### config.mk
export PLATFORM = sky130hd
export DESIGN_NAME = swatt_scheduler_flat
export DESIGN_NICKNAME = d
export VERILOG_FILES = /design/src/rtl/swatt_scheduler_pkg.sv /design/src/rtl/swatt_scheduler_if.sv /design/src/rtl/swatt_scheduler_rr_arbiter.sv /design/src/rtl/swatt_scheduler.sv /design/src/flat_wrapper.sv
export SDC_FILE = /design/constraint.sdc
export NUM_CORES = 1
export LEC_CHECK = 0
export BUFFER_PORTS_ARGS = -buffer_cell sky130_fd_sc_hd__buf_4
export CAP_MARGIN = 20
export CORE_ASPECT_RATIO = 0.7
export CORE_MARGIN = 2
export CORE_UTILIZATION = 50
export CTS_BUF_LIST = sky130_fd_sc_hd__clkbuf_8
export DETAILED_ROUTE_END_ITERATION = 6
export PLACE_DENSITY = 0.7
export SLEW_MARGIN = 40
export SYNTH_ARGS = -nofsm -noshare
export SYNTH_HDL_FRONTEND = slang
export SYNTH_SLANG_ARGS = --single-unit
### constraint.sdc
create_clock -name clk -period 6.3 [get_ports clk]
set_input_delay 1.26 -clock clk [delete_from_list [all_inputs] [get_ports clk]]
set_output_delay 1.26 -clock clk [all_outputs]
set_load 0.03 [all_outputs]
### src/rtl/swatt_scheduler_pkg.sv
// Shared definitions for the SW-Att secure-ROM scheduler.
//   - SMEM address map and the reset-handler PC that releases a fault
//   - scheduler state encoding
//   - address-window helpers used by the FSM
package swatt_scheduler_pkg;

    localparam logic [15:0] SMEM_BASE      = 16'hE000;
    localparam logic [15:0] SMEM_SIZE      = 16'h1000;
    localparam logic [15:0] LAST_SMEM_ADDR = SMEM_BASE + SMEM_SIZE - 16'd2;
    localparam logic [15:0] RESET_HANDLER  = 16'hFFFE;

    typedef enum logic [2:0] {
        ST_IDLE       = 3'd0,
        ST_WAIT_ENTRY = 3'd1,
        ST_RUN        = 3'd2,
        ST_EXIT       = 3'd3,
        ST_FAULT      = 3'd4
    } sched_state_t;

    function automatic logic f_in_smem(input logic [15:0] pc);
        return (pc >= SMEM_BASE) && (pc <= LAST_SMEM_ADDR);
    endfunction

    // Strictly inside SMEM: neither the entry nor the exit address.
    function automatic logic f_mid_smem(input logic [15:0] pc);
        return (pc > SMEM_BASE) && (pc < LAST_SMEM_ADDR);
    endfunction

endpackage

### src/rtl/swatt_scheduler_if.sv
// Bus bundle between the CPU-side monitor/requesters and the scheduler.
//   pc, req                   : driven by the system (master)
//   gnt, irq_mask, busy       : slot status (slave)
//   done, abort, done_id      : per-slot completion report (slave)
//   reset_req                 : sticky system reset request (slave)
interface swatt_scheduler_if #(
    parameter int NREQ = 2
);
    localparam int ID_W = $clog2(NREQ);

    logic [15:0]     pc;
    logic [NREQ-1:0] req;
    logic [NREQ-1:0] gnt;
    logic            irq_mask;
    logic            busy;
    logic            done;
    logic            abort;
    logic [ID_W-1:0] done_id;
    logic            reset_req;

    modport master (
        output pc, req,
        input  gnt, irq_mask, busy, done, abort, done_id, reset_req
    );

    modport slave (
        input  pc, req,
        output gnt, irq_mask, busy, done, abort, done_id, reset_req
    );
endinterface

### src/rtl/swatt_scheduler_rr_arbiter.sv
// Combinational round-robin arbiter.
//   i_req   : request vector
//   i_ptr   : index of the last served requester; search starts just after it
//   o_win   : index of the winning requester
//   o_valid : at least one request present
module swatt_scheduler_rr_arbiter #(
    parameter int NREQ  = 2,
    parameter int PTR_W = $clog2(NREQ)
) (
    input  logic [NREQ-1:0]  i_req,
    input  logic [PTR_W-1:0] i_ptr,
    output logic [PTR_W-1:0] o_win,
    output logic             o_valid
);
    int               idx;
    logic [PTR_W-1:0] w_idx;

    always_comb begin
        o_win   = '0;
        o_valid = 1'b0;
        idx     = 0;
        w_idx   = '0;
        for (int k = 1; k <= NREQ; k++) begin
            idx = int'(i_ptr) + k;
            if (idx >= NREQ) idx = idx - NREQ;
            w_idx = PTR_W'(idx);
            if (!o_valid && i_req[w_idx]) begin
                o_win   = w_idx;
                o_valid = 1'b1;
            end
        end
    end
endmodule

### src/rtl/swatt_scheduler.sv
// SW-Att slot scheduler: grants exclusive SMEM use to one requester, masks
// interrupts for the slot, follows the PC through entry/body/exit and raises
// a sticky reset request on any out-of-sequence SMEM access or watchdog expiry.
//   clk, reset_n : system clock, async active-low reset
//   bus (slave)  : pc/req in; gnt, irq_mask, busy, done, abort, done_id, reset_req out
//
// state      | meaning
// IDLE       | no slot; arbitrate, any SMEM access is a fault
// WAIT_ENTRY | slot granted, waiting for pc == SMEM_BASE
// RUN        | executing SMEM body, run watchdog active
// EXIT       | at LAST_SMEM_ADDR, leaving SMEM completes the slot
// FAULT      | reset_req held until the CPU reaches the reset handler
module swatt_scheduler
    import swatt_scheduler_pkg::*;
#(
    parameter int                   NREQ          = 2,
    parameter int                   ENTRY_TIMEOUT = 16,
    parameter int                   RUN_CNT_W     = 24,
    parameter logic [RUN_CNT_W-1:0] RUN_MAX       = 24'hFFFFF0
) (
    input  logic              clk,
    input  logic              reset_n,
    swatt_scheduler_if.slave  bus
);
    localparam int PTR_W = $clog2(NREQ);
    localparam int ENT_W = $clog2(ENTRY_TIMEOUT + 1);

    sched_state_t         r_state, w_state_nxt;
    logic [NREQ-1:0]      r_gnt, w_gnt_nxt;
    logic                 r_irq_mask, w_irq_mask_nxt;
    logic                 r_busy, w_busy_nxt;
    logic                 r_done, w_done_nxt;
    logic                 r_abort, w_abort_nxt;
    logic [PTR_W-1:0]     r_done_id, w_done_id_nxt;
    logic                 r_reset_req, w_reset_req_nxt;
    logic [ENT_W-1:0]     r_ent_cnt, w_ent_cnt_nxt;
    logic [RUN_CNT_W-1:0] r_run_cnt, w_run_cnt_nxt;
    logic [PTR_W-1:0]     r_rr_ptr, w_rr_ptr_nxt;
    logic [PTR_W-1:0]     r_owner, w_owner_nxt;

    logic [PTR_W-1:0]     w_win;
    logic                 w_valid;
    logic                 w_in_smem;
    logic                 w_slot_now;
    logic                 w_slot_nxt;
    logic                 w_grant;

    swatt_scheduler_rr_arbiter #(.NREQ(NREQ), .PTR_W(PTR_W)) u_arb (
        .i_req   (bus.req),
        .i_ptr   (r_rr_ptr),
        .o_win   (w_win),
        .o_valid (w_valid)
    );

    assign w_in_smem = f_in_smem(bus.pc);

    always_ff @(posedge clk or negedge reset_n) begin
        if (!reset_n) begin
            r_state     <= ST_IDLE;
            r_gnt       <= '0;
            r_irq_mask  <= 1'b0;
            r_busy      <= 1'b0;
            r_done      <= 1'b0;
            r_abort     <= 1'b0;
            r_done_id   <= '0;
            r_reset_req <= 1'b0;
            r_ent_cnt   <= '0;
            r_run_cnt   <= '0;
            r_rr_ptr    <= PTR_W'(NREQ - 1);
            r_owner     <= '0;
        end else begin
            r_state     <= w_state_nxt;
            r_gnt       <= w_gnt_nxt;
            r_irq_mask  <= w_irq_mask_nxt;
            r_busy      <= w_busy_nxt;
            r_done      <= w_done_nxt;
            r_abort     <= w_abort_nxt;
            r_done_id   <= w_done_id_nxt;
            r_reset_req <= w_reset_req_nxt;
            r_ent_cnt   <= w_ent_cnt_nxt;
            r_run_cnt   <= w_run_cnt_nxt;
            r_rr_ptr    <= w_rr_ptr_nxt;
            r_owner     <= w_owner_nxt;
        end
    end

    // In RUN a PC leaving SMEM is checked before the watchdog, and the
    // watchdog before a legal arrival at the exit address.
    always_comb begin
        w_state_nxt = r_state;
        case (r_state)
            ST_IDLE: begin
                if (w_in_smem)    w_state_nxt = ST_FAULT;
                else if (w_valid) w_state_nxt = ST_WAIT_ENTRY;
            end
            ST_WAIT_ENTRY: begin
                if (bus.pc == SMEM_BASE) w_state_nxt = ST_RUN;
                else if (w_in_smem)      w_state_nxt = ST_FAULT;
                else if (!bus.req[r_owner] || (r_ent_cnt == ENT_W'(ENTRY_TIMEOUT - 1)))
                    w_state_nxt = ST_IDLE;
            end
            ST_RUN: begin
                if (!w_in_smem)                   w_state_nxt = ST_FAULT;
                else if (r_run_cnt == RUN_MAX)    w_state_nxt = ST_FAULT;
                else if (bus.pc == LAST_SMEM_ADDR) w_state_nxt = ST_EXIT;
            end
            ST_EXIT: begin
                if (bus.pc == LAST_SMEM_ADDR) w_state_nxt = ST_EXIT;
                else if (!w_in_smem)          w_state_nxt = ST_IDLE;
                else                          w_state_nxt = ST_FAULT;
            end
            ST_FAULT: begin
                if (bus.pc == RESET_HANDLER) w_state_nxt = ST_IDLE;
            end
            default: w_state_nxt = ST_IDLE;
        endcase
    end

    // Outputs are derived from the (current, next) state pair so every
    // registered output changes on the same edge as the state.
    always_comb begin
        w_slot_now = (r_state == ST_WAIT_ENTRY) || (r_state == ST_RUN) || (r_state == ST_EXIT);
        w_slot_nxt = (w_state_nxt == ST_WAIT_ENTRY) || (w_state_nxt == ST_RUN) ||
                     (w_state_nxt == ST_EXIT);
        w_grant    = (r_state == ST_IDLE) && (w_state_nxt == ST_WAIT_ENTRY);

        w_done_nxt  = (r_state == ST_EXIT) && (w_state_nxt == ST_IDLE);
        w_abort_nxt = ((r_state == ST_WAIT_ENTRY) && (w_state_nxt == ST_IDLE)) ||
                      (w_slot_now && (w_state_nxt == ST_FAULT));
        w_done_id_nxt = (w_done_nxt || w_abort_nxt) ? r_owner : '0;

        w_gnt_nxt = '0;
        if (w_grant)         w_gnt_nxt = {{(NREQ-1){1'b0}}, 1'b1} << w_win;
        else if (w_slot_nxt) w_gnt_nxt = r_gnt;
        w_irq_mask_nxt  = w_slot_nxt;
        w_busy_nxt      = w_slot_nxt;
        w_reset_req_nxt = (w_state_nxt == ST_FAULT);

        w_owner_nxt = w_grant ? w_win : r_owner;
        // rr_ptr only advances on a slot that ends normally (done or abort to IDLE).
        w_rr_ptr_nxt = (w_slot_now && (w_state_nxt == ST_IDLE)) ? r_owner : r_rr_ptr;

        w_ent_cnt_nxt = r_ent_cnt;
        if (w_grant) w_ent_cnt_nxt = '0;
        else if ((r_state == ST_WAIT_ENTRY) && (w_state_nxt == ST_WAIT_ENTRY))
            w_ent_cnt_nxt = r_ent_cnt + 1'b1;

        w_run_cnt_nxt = r_run_cnt;
        if ((r_state == ST_WAIT_ENTRY) && (w_state_nxt == ST_RUN))
            w_run_cnt_nxt = '0;
        else if ((r_state == ST_RUN) && (r_run_cnt != RUN_MAX))
            w_run_cnt_nxt = r_run_cnt + 1'b1;
    end

    assign bus.gnt       = r_gnt;
    assign bus.irq_mask  = r_irq_mask;
    assign bus.busy      = r_busy;
    assign bus.done      = r_done;
    assign bus.abort     = r_abort;
    assign bus.done_id   = r_done_id;
    assign bus.reset_req = r_reset_req;

endmodule

### src/flat_wrapper.sv
// flat-port wrapper written by rule: the top's interface ports become plain ports
module swatt_scheduler_flat import swatt_scheduler_pkg::*;
#(
    parameter int                   NREQ          = 2,
    parameter int                   ENTRY_TIMEOUT = 16,
    parameter int                   RUN_CNT_W     = 24,
    parameter logic [RUN_CNT_W-1:0] RUN_MAX       = 24'hFFFFF0
)
  (clk, reset_n, bus_pc, bus_req, bus_gnt, bus_irq_mask, bus_busy, bus_done, bus_abort, bus_done_id, bus_reset_req);
  swatt_scheduler_if #(.NREQ(NREQ)) bus_i ();
  input  logic clk;
  input  logic reset_n;
  input wire logic [$bits(bus_i.pc)-1:0] bus_pc;
  input wire logic [$bits(bus_i.req)-1:0] bus_req;
  output wire logic [$bits(bus_i.gnt)-1:0] bus_gnt;
  output wire logic [$bits(bus_i.irq_mask)-1:0] bus_irq_mask;
  output wire logic [$bits(bus_i.busy)-1:0] bus_busy;
  output wire logic [$bits(bus_i.done)-1:0] bus_done;
  output wire logic [$bits(bus_i.abort)-1:0] bus_abort;
  output wire logic [$bits(bus_i.done_id)-1:0] bus_done_id;
  output wire logic [$bits(bus_i.reset_req)-1:0] bus_reset_req;
  assign bus_i.pc = bus_pc;
  assign bus_i.req = bus_req;
  assign bus_gnt = bus_i.gnt;
  assign bus_irq_mask = bus_i.irq_mask;
  assign bus_busy = bus_i.busy;
  assign bus_done = bus_i.done;
  assign bus_abort = bus_i.abort;
  assign bus_done_id = bus_i.done_id;
  assign bus_reset_req = bus_i.reset_req;
  swatt_scheduler #(.NREQ(NREQ), .ENTRY_TIMEOUT(ENTRY_TIMEOUT), .RUN_CNT_W(RUN_CNT_W), .RUN_MAX(RUN_MAX)) u_core (.clk(clk), .reset_n(reset_n), .bus(bus_i));
endmodule
==> impl_metrics.tcl, run 1 <==
set metrics [dict create \
    finalHoldWorstSlack_ps 499 \
    vias_in_the_first_global_route 1633 \
    worst_setup_path_start_kind "input port" \
    floorplan.die_area_um2 5130 \
    synth.ff_latch_count 41 \
    grt_setup_unrepaired "false" \
    finalNetCount 284 \
    power_density_nw_per_um2 276 \
    finalSetupTns_ps 0 \
    synth_seq_area_share_pct 45.0 \
    share_clk_of_total_power_pct 24.7 \
    cts-hold-fix-buffers 0 \
    die_w_um 84.8 \
    area_grow_syn2layout_pct 14.6 \
    ant_nets 0 \
    min_period_ps 2850 \
    synth_top_family_by_area "simple AND/OR/NAND/NOR gates" \
    syn_area_per_cell_um2 9.76 \
    synth.mux.area_fraction_pct 1.10 \
    clock_latency_ps 290 \
    sequential_cell_area_um2 1030 \
    asyncSetResetFlopFracSynth_pct 100 \
    cpPeakStageDelay_ps 540 \
    critPathArrivalTime_ps 3080 \
    syn_area_um2 2280 \
    synth_warnings 0 \
    synth-xor-area-share_pct 8.05 \
    clock-sinks 41 \
    wirelength_met1_um 2410 \
    final_min_period_over_clock_period_pct 45.3 \
    post_synth_fa_ha_maj_area_fraction_pct 2.19 \
    setup.worst_path.end_class "register" \
    cp_cell_sequence "buf_4 > nand4_2 > nor4_2 > nor2_1 > a211oi_2 > nand3_2 > mux2_4" \
    synthSimpleGateAreaFrac_pct 28.3 \
    ctsResizeCount 0 \
    uppermost_metal_layer_occupied_by_signal_nets "met4" \
    min-delay-start "u_core.r_ent_cnt[4]" \
    track_usage_pct 19.6 \
    numCtsBuffers 5 \
    leakage_nw 1.09 \
    post-synth-top-area-cell "sky130_fd_sc_hd__dfrtp_1" \
    maximum_frequency_from_static_timing_analysis_mhz 351 \
    timing.final.max_slew_violations 0 \
    grt.overflow.total 0 \
    avgRoutedWirePerCell_um 14.6 \
    area_taken_by_multi_input_logic_gates_um2 1180 \
    crit_path_max_fanout 5 \
    cp.required_ps 6530 \
    grt_start_max_net_pins 42 \
    regToRegStartpoint "u_core.r_run_cnt[0]" \
    ys_types 51 \
    postCtsSetupBuffers 0 \
    slowest_cell_on_crit_path "sky130_fd_sc_hd__nor4_2" \
    filler_cell_count 396 \
    max_cap_violations 0 \
    place.port_buffers 27 \
    num_io_pins 28 \
    cts_tree "done" \
    setup_viol 0 \
    cts_max_level 2 \
    route.detailed.drc 0 \
    comb_power_share_pct 29.0 \
    netSwitchingFraction_pct 34.6 \
    drtPass1Iterations 4 \
    core-area_um2 4350 \
    timing_worst_slew_pin_value_ps 700 \
    routed_wl_um 4600 \
    worstSetupStartpoint "bus_pc[3]" \
    dominantRegCellSynth "sky130_fd_sc_hd__dfrtp_1" \
    hold_violations 0 \
    final_weighted_congestion_in_routability_driven_placement 0.852 \
    synth_compound_gate_area_share_pct 11.9 \
    initial_util_pct 52.5 \
    die_h_um 60.6 \
    p_switching_mw 0.250 \
    detail_route.vias_per_cell 5.66 \
    route.met3.wl_um 220 \
    worst_setup_hold_path_clk_slew_ps 90 \
    antenna_found_initial 0 \
    first_iter_violations 100 \
    vdd_drop_max_uv 234 \
    synth_edf_count 0 \
    dr_wl_met2_um 1950 \
    worstHoldPathType "register to register" \
    intPower_mw 0.473 \
    grt_pass1_wl_um 7840 \
    num_rows 20 \
    netlist_instances 234 \
    synthDominantCellAreaShare_pct 43.8 \
    maxSlewHeadroom_pct 52.8 \
    fraction_of_layout_cells_with_a_size_suffix_above_1_pct 21.5 \
    synth_nets 258 \
    outcome "finished, final reports clean" \
    worst-setup-path-type "input port to register" \
    cts_root_cell "sky130_fd_sc_hd__clkbuf_8" \
    hpwlAfterDp_um 3380 \
    sequentialPowerShare_pct 46.3 \
    finalClockSkew_ps 12.4 \
    num_antenna_cells 0 \
    synth.area.top_cells "sky130_fd_sc_hd__dfrtp_1 44%, sky130_fd_sc_hd__nor2_1 4.9%, sky130_fd_sc_hd__xor2_1 4.2%" \
    clk_path_buf_depth 2 \
    dr_total_vias 1789 \
]
-- power groups by stage --
stage | Clock, mW | Combinational, mW | Sequential (mW)
finish | 0.179 | 0.210 | 0.335
global route | 0.198 | 0.228 | 0.341
CTS | 0.185 | 0.209 | 0.335
detailed placement | 0 | 0.208 | 0.340
global placement | 0 | 0.207 | 0.339
floorplan | 0 | 0.122 | 0.356
-- flip-flops by register name, summed over array words and instances (netlist names) --
register and count:
u_core.bus.abort 1, u_core.r_run_cnt 24, u_core.bus.done_id 1, u_core.r_ent_cnt 5, u_core.bus.irq_mask 1, u_core.r_state 3
u_core.bus.reset_req 1, u_core.r_rr_ptr 1, u_core.bus.done 1, u_core.bus.gnt 2, u_core.r_owner 1
-- critical path, delay by kind of cell --
family	cells	cell delay [ps]
multiplexers	1	310
AND/OR/NAND/NOR	4	1010
AO/OA/AOI/OAI	1	410
buffers and inverters	1	90
-- cell families (layout without fill, tap and decap cells) --
group                      after synthesis  after routing
xor gates and xnor gates                21             21
buffers and inverters                   17             44
and+or+nand+nor                        115            115
AOI/OAI and AO/OA                       34             34
adders and majority gates                4              4
DFF                                     41             41
muxes                                    2              2
-- worst paths after layout --
path                       cells past startpoint  slack (ps)                    to
hold reg to reg                                2         500   u_core.r_ent_cnt[4]
min in group asynchronous                      1         940  u_core.r_run_cnt[22]
setup reg to reg                               8        3760       u_core.r_rr_ptr
max in group asynchronous                      1        4990       u_core.r_rr_ptr
hold / removal                                 2         500   u_core.r_ent_cnt[4]
setup / recovery                               7        3450       u_core.r_rr_ptr
-- area by class of cell --
class	instances	share of cell area [%]
Multi-Input combinational cell	176	45.3
Sequential cell	41	39.2
Timing Repair Buffer	28	8.03
Clock buffer	6	3.15
Tap cell	55	2.63
Inverter	8	1.15
Clock inverter	2	0.526
-- per-stage QoR --
step / cells / power (mW) / utilization [%] / worst slack (ps) / instance area, µm²
after global placement: 308 / 0.546 / 57.8 / 3240 / 2510
final: 316 / 0.724 / 60.1 / 3450 / 2620
after global routing: 316 / 0.767 / 60.1 / 3320 / 2620
after CTS: 316 / 0.728 / 60.0 / 3510 / 2610
after floorplan: 234 / 0.478 / - / 3420 / 2280
after detailed placement: 308 / 0.548 / 57.8 / 3190 / 2510
-- cells in the mapped netlist, drive strengths merged (2+ instances only) --
cell    number
dfrtp       40
nor2        30
nand2       23
nand3       14
xor2        11
xnor2       10
and4         8
inv          8
nor3         8
o21ai        8
a21oi        7
and3         7
buf          6
nor4         5
a21o         4
ha           4
nand4        4
or3          4
clkbuf       3
a211oi       2
a31o         2
nand2b       2
nand4b       2
nor2b        2
nor4b        2
-- cells in the final DEF, fill, tap and decap left out, types with 2 or more instances in the layout --
cell type	count
sky130_fd_sc_hd__nor2_1	30
sky130_fd_sc_hd__xnor2_1	10
sky130_fd_sc_hd__a21o_1	4
sky130_fd_sc_hd__nand4_1	2
sky130_fd_sc_hd__inv_2	2
sky130_fd_sc_hd__inv_1	6
sky130_fd_sc_hd__xor2_1	11
sky130_fd_sc_hd__o21ai_0	8
sky130_fd_sc_hd__and3_1	7
sky130_fd_sc_hd__nand3_1	13
sky130_fd_sc_hd__nor4_1	4
sky130_fd_sc_hd__nor2b_1	2
sky130_fd_sc_hd__and4_1	8
sky130_fd_sc_hd__a211oi_2	2
sky130_fd_sc_hd__ha_1	4
sky130_fd_sc_hd__dfrtp_1	40
sky130_fd_sc_hd__nand4_2	2
sky130_fd_sc_hd__a21oi_1	6
sky130_fd_sc_hd__clkbuf_8	6
sky130_fd_sc_hd__nand2_1	23
sky130_fd_sc_hd__or3_1	4
sky130_fd_sc_hd__buf_4	28
sky130_fd_sc_hd__a31o_2	2
sky130_fd_sc_hd__nor3_1	8
sky130_fd_sc_hd__nand2b_1	2
-- layer usage --
metal  global-route usage, %  vias to the layer above
met5                       0                        -
met4                    4.54                        0
met3                    5.31                        2
met2                    29.7                       42
met1                    28.7                      860
li1                        -                      885
(Power assumes the default switching activity.)
==> inputs of run 2 (changes only) <==
Clock period 6.3 ns to 2.77 ns, I/O delays scaled along.
==> run 2 against run 1 <==
  * Flip-flop and latch count unchanged
  * Final cell count up 0.95%
  * Routed wire length down 0.17%
  * Worst setup slack worse by 3100 ps
  * Die area unchanged
  * Largest cell class unchanged
  * Via count up 0.17%
  * Combinational power up 140%
  * Total power up 130%
==> impl_metrics.tcl, run 2 (synthesis gave the netlist of run 1 again) <==
set metrics [dict create \
    layout.cells.most_common_list "40 x sky130_fd_sc_hd__dfrtp_1, 30 x sky130_fd_sc_hd__nor2_1, 30 x sky130_fd_sc_hd__buf_4" \
    final_common_cell "sky130_fd_sc_hd__dfrtp_1" \
    antenna_found_initial 0 \
    fin_total_pwr_mw 1.66 \
    clock_latency_ps 300 \
    final.setup.worst_slack_ps 318 \
    placed_area_um2 2530 \
    dpl_worst_slack_ps 330 \
    worst_setup_path_start_kind "register" \
    cts-hold-fix-buffers 0 \
    numCtsBuffers 5 \
    vias_in_the_first_global_route 1691 \
    biggestRegsByFlops "u_core.r_run_cnt (24), u_core.r_ent_cnt (5), u_core.r_state (3)" \
    worst-path-buf-inv 1 \
    core-area_um2 4350 \
    grt_setup_unrepaired "false" \
    avgRoutedWirePerCell_um 14.4 \
    timing.final.max_slew_violations 0 \
    num_antenna_cells 0 \
    ant_nets 0 \
    clock-sinks 41 \
    floorplan.die_area_um2 5130 \
    cts_root_cell "sky130_fd_sc_hd__clkbuf_8" \
    first_iter_violations 138 \
    route.detailed.drc 0 \
    power_density_nw_per_um2 631 \
    die_h_um 60.6 \
    r2r.worst_path.cells 8 \
    detail_route.vias_per_cell 5.62 \
    filler_cell_count 391 \
    grt.overflow.total 0 \
    finalClockSkew_ps 14.1 \
    crit_path_max_fanout 10 \
    min_period_ps 2450 \
    timing.critical_path.depth 8 \
    grt_start_max_net_pins 42 \
    num_io_pins 28 \
    worstHoldPathType "input port to asynchronous set/reset pin" \
    postCtsSetupBuffers 0 \
    clk_path_buf_depth 2 \
    leakage_nw 1.11 \
    slowest_cell_on_crit_path "sky130_fd_sc_hd__a211oi_2" \
    cpPeakStageDelay_ps 450 \
    cts_tree "done" \
    cp.required_ps 3000 \
    track_usage_pct 19.7 \
    drtPass1Iterations 4 \
    grt.met2_usage_pct 29.7 \
    stdcell_area_um2 2630 \
    maximum_frequency_from_static_timing_analysis_mhz 408 \
    setup_viol 0 \
    hold_violations 0 \
    regToRegStartpoint "u_core.r_run_cnt[0]" \
    met1_usage_pct 28.0 \
    timing_worst_slew_pin_value_ps 526 \
    ctsResizeCount 0 \
    routed_wl_um 4590 \
    outcome "finished, final reports clean" \
    max_cap_violations 0 \
    cpLargestDelayFamily "simple AND/OR/NAND/NOR gates" \
    fraction_of_layout_cells_with_a_size_suffix_above_1_pct 22.0 \
    busiest_layer "met2" \
    initial_util_pct 52.5 \
    grt_pass1_wl_um 7780 \
    maxSlewHeadroom_pct 64.6 \
    finalSetupTns_ps 0 \
    num_rows 20 \
    critPathArrivalTime_ps 2680 \
    final_min_period_over_clock_period_pct 88.5 \
    postLayoutCoreUtil_pct 60.4 \
    worst_setup_hold_path_clk_slew_ps 80 \
    vdd_drop_max_uv 494 \
    largest_register_ffs 24 \
    global_route.usage.met3_pct 4.76 \
    cp_cell_sequence "inv_1 > ha_1 > nor4bb_1 > and4_1 > a21oi_2 > a211oi_2 > nand3_2 > mux2_4" \
    hpwlAfterDp_um 3380 \
    finalNetCount 287 \
    final_weighted_congestion_in_routability_driven_placement 0.864 \
    setup.worst_path.end_class "register" \
    place.port_buffers 27 \
    cts_max_level 2 \
    max_flop_register "u_core.r_run_cnt" \
    dr_total_vias 1792 \
    die_w_um 84.8 \
    critical_path.reg2reg.endpoint "u_core.r_rr_ptr" \
    worst-setup-path-type "register to register" \
    area_grow_syn2layout_pct 15.2 \
    r2r_setup_slack_ps 320 \
]
==> run 2: cell count changes in the layout (fill, tap and decap cells not counted), sizes merged <==
cell	delta
buf	+2
clkbuf	+1
==> run 2: layer usage <==
layer / share of wire, % / vias up
met2: 42 / 35
met4: 0.96 / 0
li1: - / 892
met1: 52 / 861
met5: 0 / -
met3: 4.2 / 4
==> run 2: where the power goes <==
part           switching (mW)  total [mW]  internal (mW)
Sequential             0.0600       0.744          0.684
Combinational           0.305       0.506          0.201
Clock                   0.208       0.410          0.202
==> run 2: through the flow <==
stage	instances	hold WS [ps]
after floorplan	234	258
after global routing	319	264
after CTS	318	236
after global placement	310	459
after detailed placement	310	467
final	319	231
==> run 2: worst max-delay path by stage <==
stage / end / slack, ps / start
3_5_place_dp: u_core.r_rr_ptr / 330 / u_core.r_run_cnt[0]
2_1_floorplan: u_core.r_rr_ptr / 600 / bus_pc[12]
3_3_place_gp: u_core.r_rr_ptr / 400 / bus_pc[12]
6_report: u_core.r_rr_ptr / 320 / u_core.r_run_cnt[0]
5_1_grt: u_core.r_rr_ptr / 150 / u_core.r_run_cnt[1]
4_1_cts: u_core.r_rr_ptr / 330 / u_core.r_run_cnt[0]
==> run 2: area by class of cell <==
| class | instances | area [µm²] | area share (%) |
|---|---|---|---|
| Multi-Input combinational cell | 176 | 1180 | 44.8 |
| Sequential cell | 41 | 1030 | 39.0 |
| Timing Repair Buffer | 31 | 230 | 8.75 |
| Clock buffer | 6 | 82.6 | 3.14 |
| Tap cell | 55 | 68.8 | 2.62 |
| Inverter | 8 | 30.0 | 1.14 |
| Clock inverter | 2 | 13.8 | 0.523 |
==> run 2: worst register-to-register path, delay by kind of cell (launching register included) <==
| kind | cells | cell delay [ps] |
|---|---|---|
| simple gates | 3 | 800 |
| compound gates | 2 | 660 |
| flops | 1 | 430 |
| mux | 1 | 310 |
| fa+ha+maj | 1 | 130 |
| buf+inv | 1 | 80 |
==> inputs of run 3 (changes only) <==
Settings changed: CELL_PAD_IN_SITES_DETAIL_PLACEMENT set to 1, CELL_PAD_IN_SITES_GLOBAL_PLACEMENT set to 1, CORE_UTILIZATION 50 to 46, PLACE_DENSITY 0.7 to not set, PLACE_DENSITY_LB_ADDON set to 0.1.
==> run 3 against run 2 <==
  * Global-route usage rose by 1.9 points
  * Design area is 2.6% higher
  * Count of clock-buffer cells in the layout is 1 lower
  * Final cell count is 4.4% higher
  * First-iteration DRC count fell by 31%
  * Total power rose by 12%
==> impl_metrics.tcl, run 3 (synthesis gave the netlist of run 1 again) <==
set metrics [dict create \
    outcome "finished, final reports clean" \
    die_w_um 88.2 \
    grt.overflow.total 0 \
    crit_path_max_fanout 7 \
    hpwlAfterDp_um 4000 \
    hold_violations 0 \
    layout.cells.most_common_list "40 x sky130_fd_sc_hd__dfrtp_1, 31 x sky130_fd_sc_hd__buf_4, 30 x sky130_fd_sc_hd__nor2_1" \
    instances_no_fill 333 \
    grt_start_max_net_pins 42 \
    postCtsSetupBuffers 0 \
    clk_path_buf_depth 2 \
    postLayoutCoreUtil_pct 56.4 \
    slowest_cell_on_crit_path "sky130_fd_sc_hd__a2111o_1" \
    cts_tree "done" \
    finalNetCount 287 \
    dpl_worst_slack_ps 362 \
    worst_setup_hold_path_clk_slew_ps 80 \
    final.setup.worst_slack_ps 356 \
    grt_pass1_wl_um 9320 \
    detail_route.vias_per_cell 5.52 \
    ant_nets 0 \
    clock_latency_ps 300 \
    dp_cells 325 \
    cp.required_ps 3000 \
    clock-sinks 41 \
    num_antenna_cells 0 \
    cts_root_cell "sky130_fd_sc_hd__clkbuf_8" \
    cp_cell_sequence "inv_1 > ha_1 > nor4bb_1 > and4_1 > buf_4 > a2111o_1 > or3_1 > a21oi_1" \
    vdd_drop_max_uv 254 \
    ctsResizeCount 0 \
    grt_setup_unrepaired "false" \
    track_usage_pct 21.7 \
    cts_max_level 2 \
    regToRegStartpoint "u_core.r_run_cnt[0]" \
    r2r_setup_slack_ps 360 \
    netSwitchingFraction_pct 33.0 \
    final_weighted_congestion_in_routability_driven_placement 0.793 \
    intPower_mw 1.25 \
    place.port_buffers 27 \
    setup_viol 0 \
    r2r.worst_path.cells 8 \
    share_clk_of_total_power_pct 31.7 \
    maximum_frequency_from_static_timing_analysis_mhz 414 \
    min_period_ps 2410 \
    critical_path.reg2reg.endpoint "u_core.r_run_cnt[16]" \
    largest_register_ffs 24 \
    vias_in_the_first_global_route 1901 \
    power_density_nw_per_um2 689 \
    final_common_cell "sky130_fd_sc_hd__dfrtp_1" \
    worst-setup-path-type "register to register" \
    biggestRegsByFlops "u_core.r_run_cnt (24), u_core.r_ent_cnt (5), u_core.r_state (3)" \
    worst_setup_path_start_kind "register" \
    num_io_pins 28 \
    fraction_of_layout_cells_with_a_size_suffix_above_1_pct 22.3 \
    max_cap_violations 0 \
    floorplan.die_area_um2 5560 \
    sequentialPowerShare_pct 40.3 \
    filler_cell_count 556 \
    first_iter_violations 95 \
    timing.final.max_slew_violations 0 \
    area_grow_syn2layout_pct 18.1 \
    critPathArrivalTime_ps 2640 \
    route.detailed.drc 0 \
    num_rows 21 \
    max_flop_register "u_core.r_run_cnt" \
    fin_total_pwr_mw 1.86 \
    leakage_nw 1.13 \
    cpLargestDelayFamily "simple AND/OR/NAND/NOR gates" \
    comb_power_share_pct 28.0 \
    cpPeakStageDelay_ps 510 \
    cts-hold-fix-buffers 0 \
    finalSetupTns_ps 0 \
    worstHoldPathType "input port to asynchronous set/reset pin" \
    initial_util_pct 47.8 \
    routed_wl_um 5520 \
    timing_worst_slew_pin_value_ps 742 \
    final_min_period_over_clock_period_pct 87.1 \
    maxSlewHeadroom_pct 50.0 \
    setup.worst_path.end_class "register" \
    avgRoutedWirePerCell_um 16.6 \
    drtPass1Iterations 4 \
    antenna_found_initial 0 \
    core-area_um2 4780 \
    finalClockSkew_ps 4.89 \
    p_switching_mw 0.614 \
    die_h_um 63.0 \
    dr_total_vias 1839 \
    numCtsBuffers 5 \
    worst-path-buf-inv 2 \
]
run 3: how the worst max path moves through the flow:
stage / slack (ps) / depth (start not counted) / endpoint / startpoint
floorplan: 600 / 6 / u_core.r_rr_ptr / bus_pc[12]
global placement: 400 / 7 / u_core.r_rr_ptr / bus_pc[12]
detailed placement: 360 / 7 / u_core.r_rr_ptr / bus_pc[12]
CTS: 360 / 8 / u_core.r_run_cnt[16] / u_core.r_run_cnt[0]
global route: 250 / 9 / u_core.r_run_cnt[22] / u_core.r_run_cnt[0]
finish: 360 / 8 / u_core.r_run_cnt[16] / u_core.r_run_cnt[0]
run 3: worst register-to-register path: cells and delay by family, from the launching register on:
kind	cells	cell delay, ps
AND/OR/NAND/NOR	3	750
AO/OA/AOI/OAI	2	670
flip-flops	1	460
buffers and inverters	2	250
adder cells (fa/ha/maj)	1	210
run 3: stage by stage:
| stage | instance area [µm²] | hold slack (ps) |
|---|---|---|
| finish | 2700 | 220 |
| global route | 2700 | 260 |
| CTS | 2690 | 246 |
| detailed placement | 2550 | 486 |
| global placement | 2550 | 477 |
| floorplan | 2280 | 258 |
run 3: cell type report:
type,count,area [µm²],area share [%]
timing repair buffer,31,233,8.62
clock buffer,5,68.8,2.55
multi-input combinational,176,1180,43.9
inverter,8,30.0,1.11
sequential,41,1030,38.1
tap,69,86.3,3.20
clock inverter,3,68.8,2.55
run 3: metal layers:
layer / part of all wire [%] / GRT usage (%) / up-vias
met4: 1.1 / 5.68 / 0
met5: 0 / 0 / -
met3: 3.5 / 4.62 / 7
met2: 42 / 31.0 / 33
li1: - / - / 898
met1: 53 / 33.1 / 901
run 3: power groups by stage:
stage,clock (mW),sequential (mW),combinational (mW)
after CTS,0.605,0.748,0.516
after detailed placement,0,0.759,0.510
final,0.591,0.749,0.521
after global routing,0.624,0.761,0.571
after floorplan,0,0.810,0.277
after global placement,0,0.756,0.501
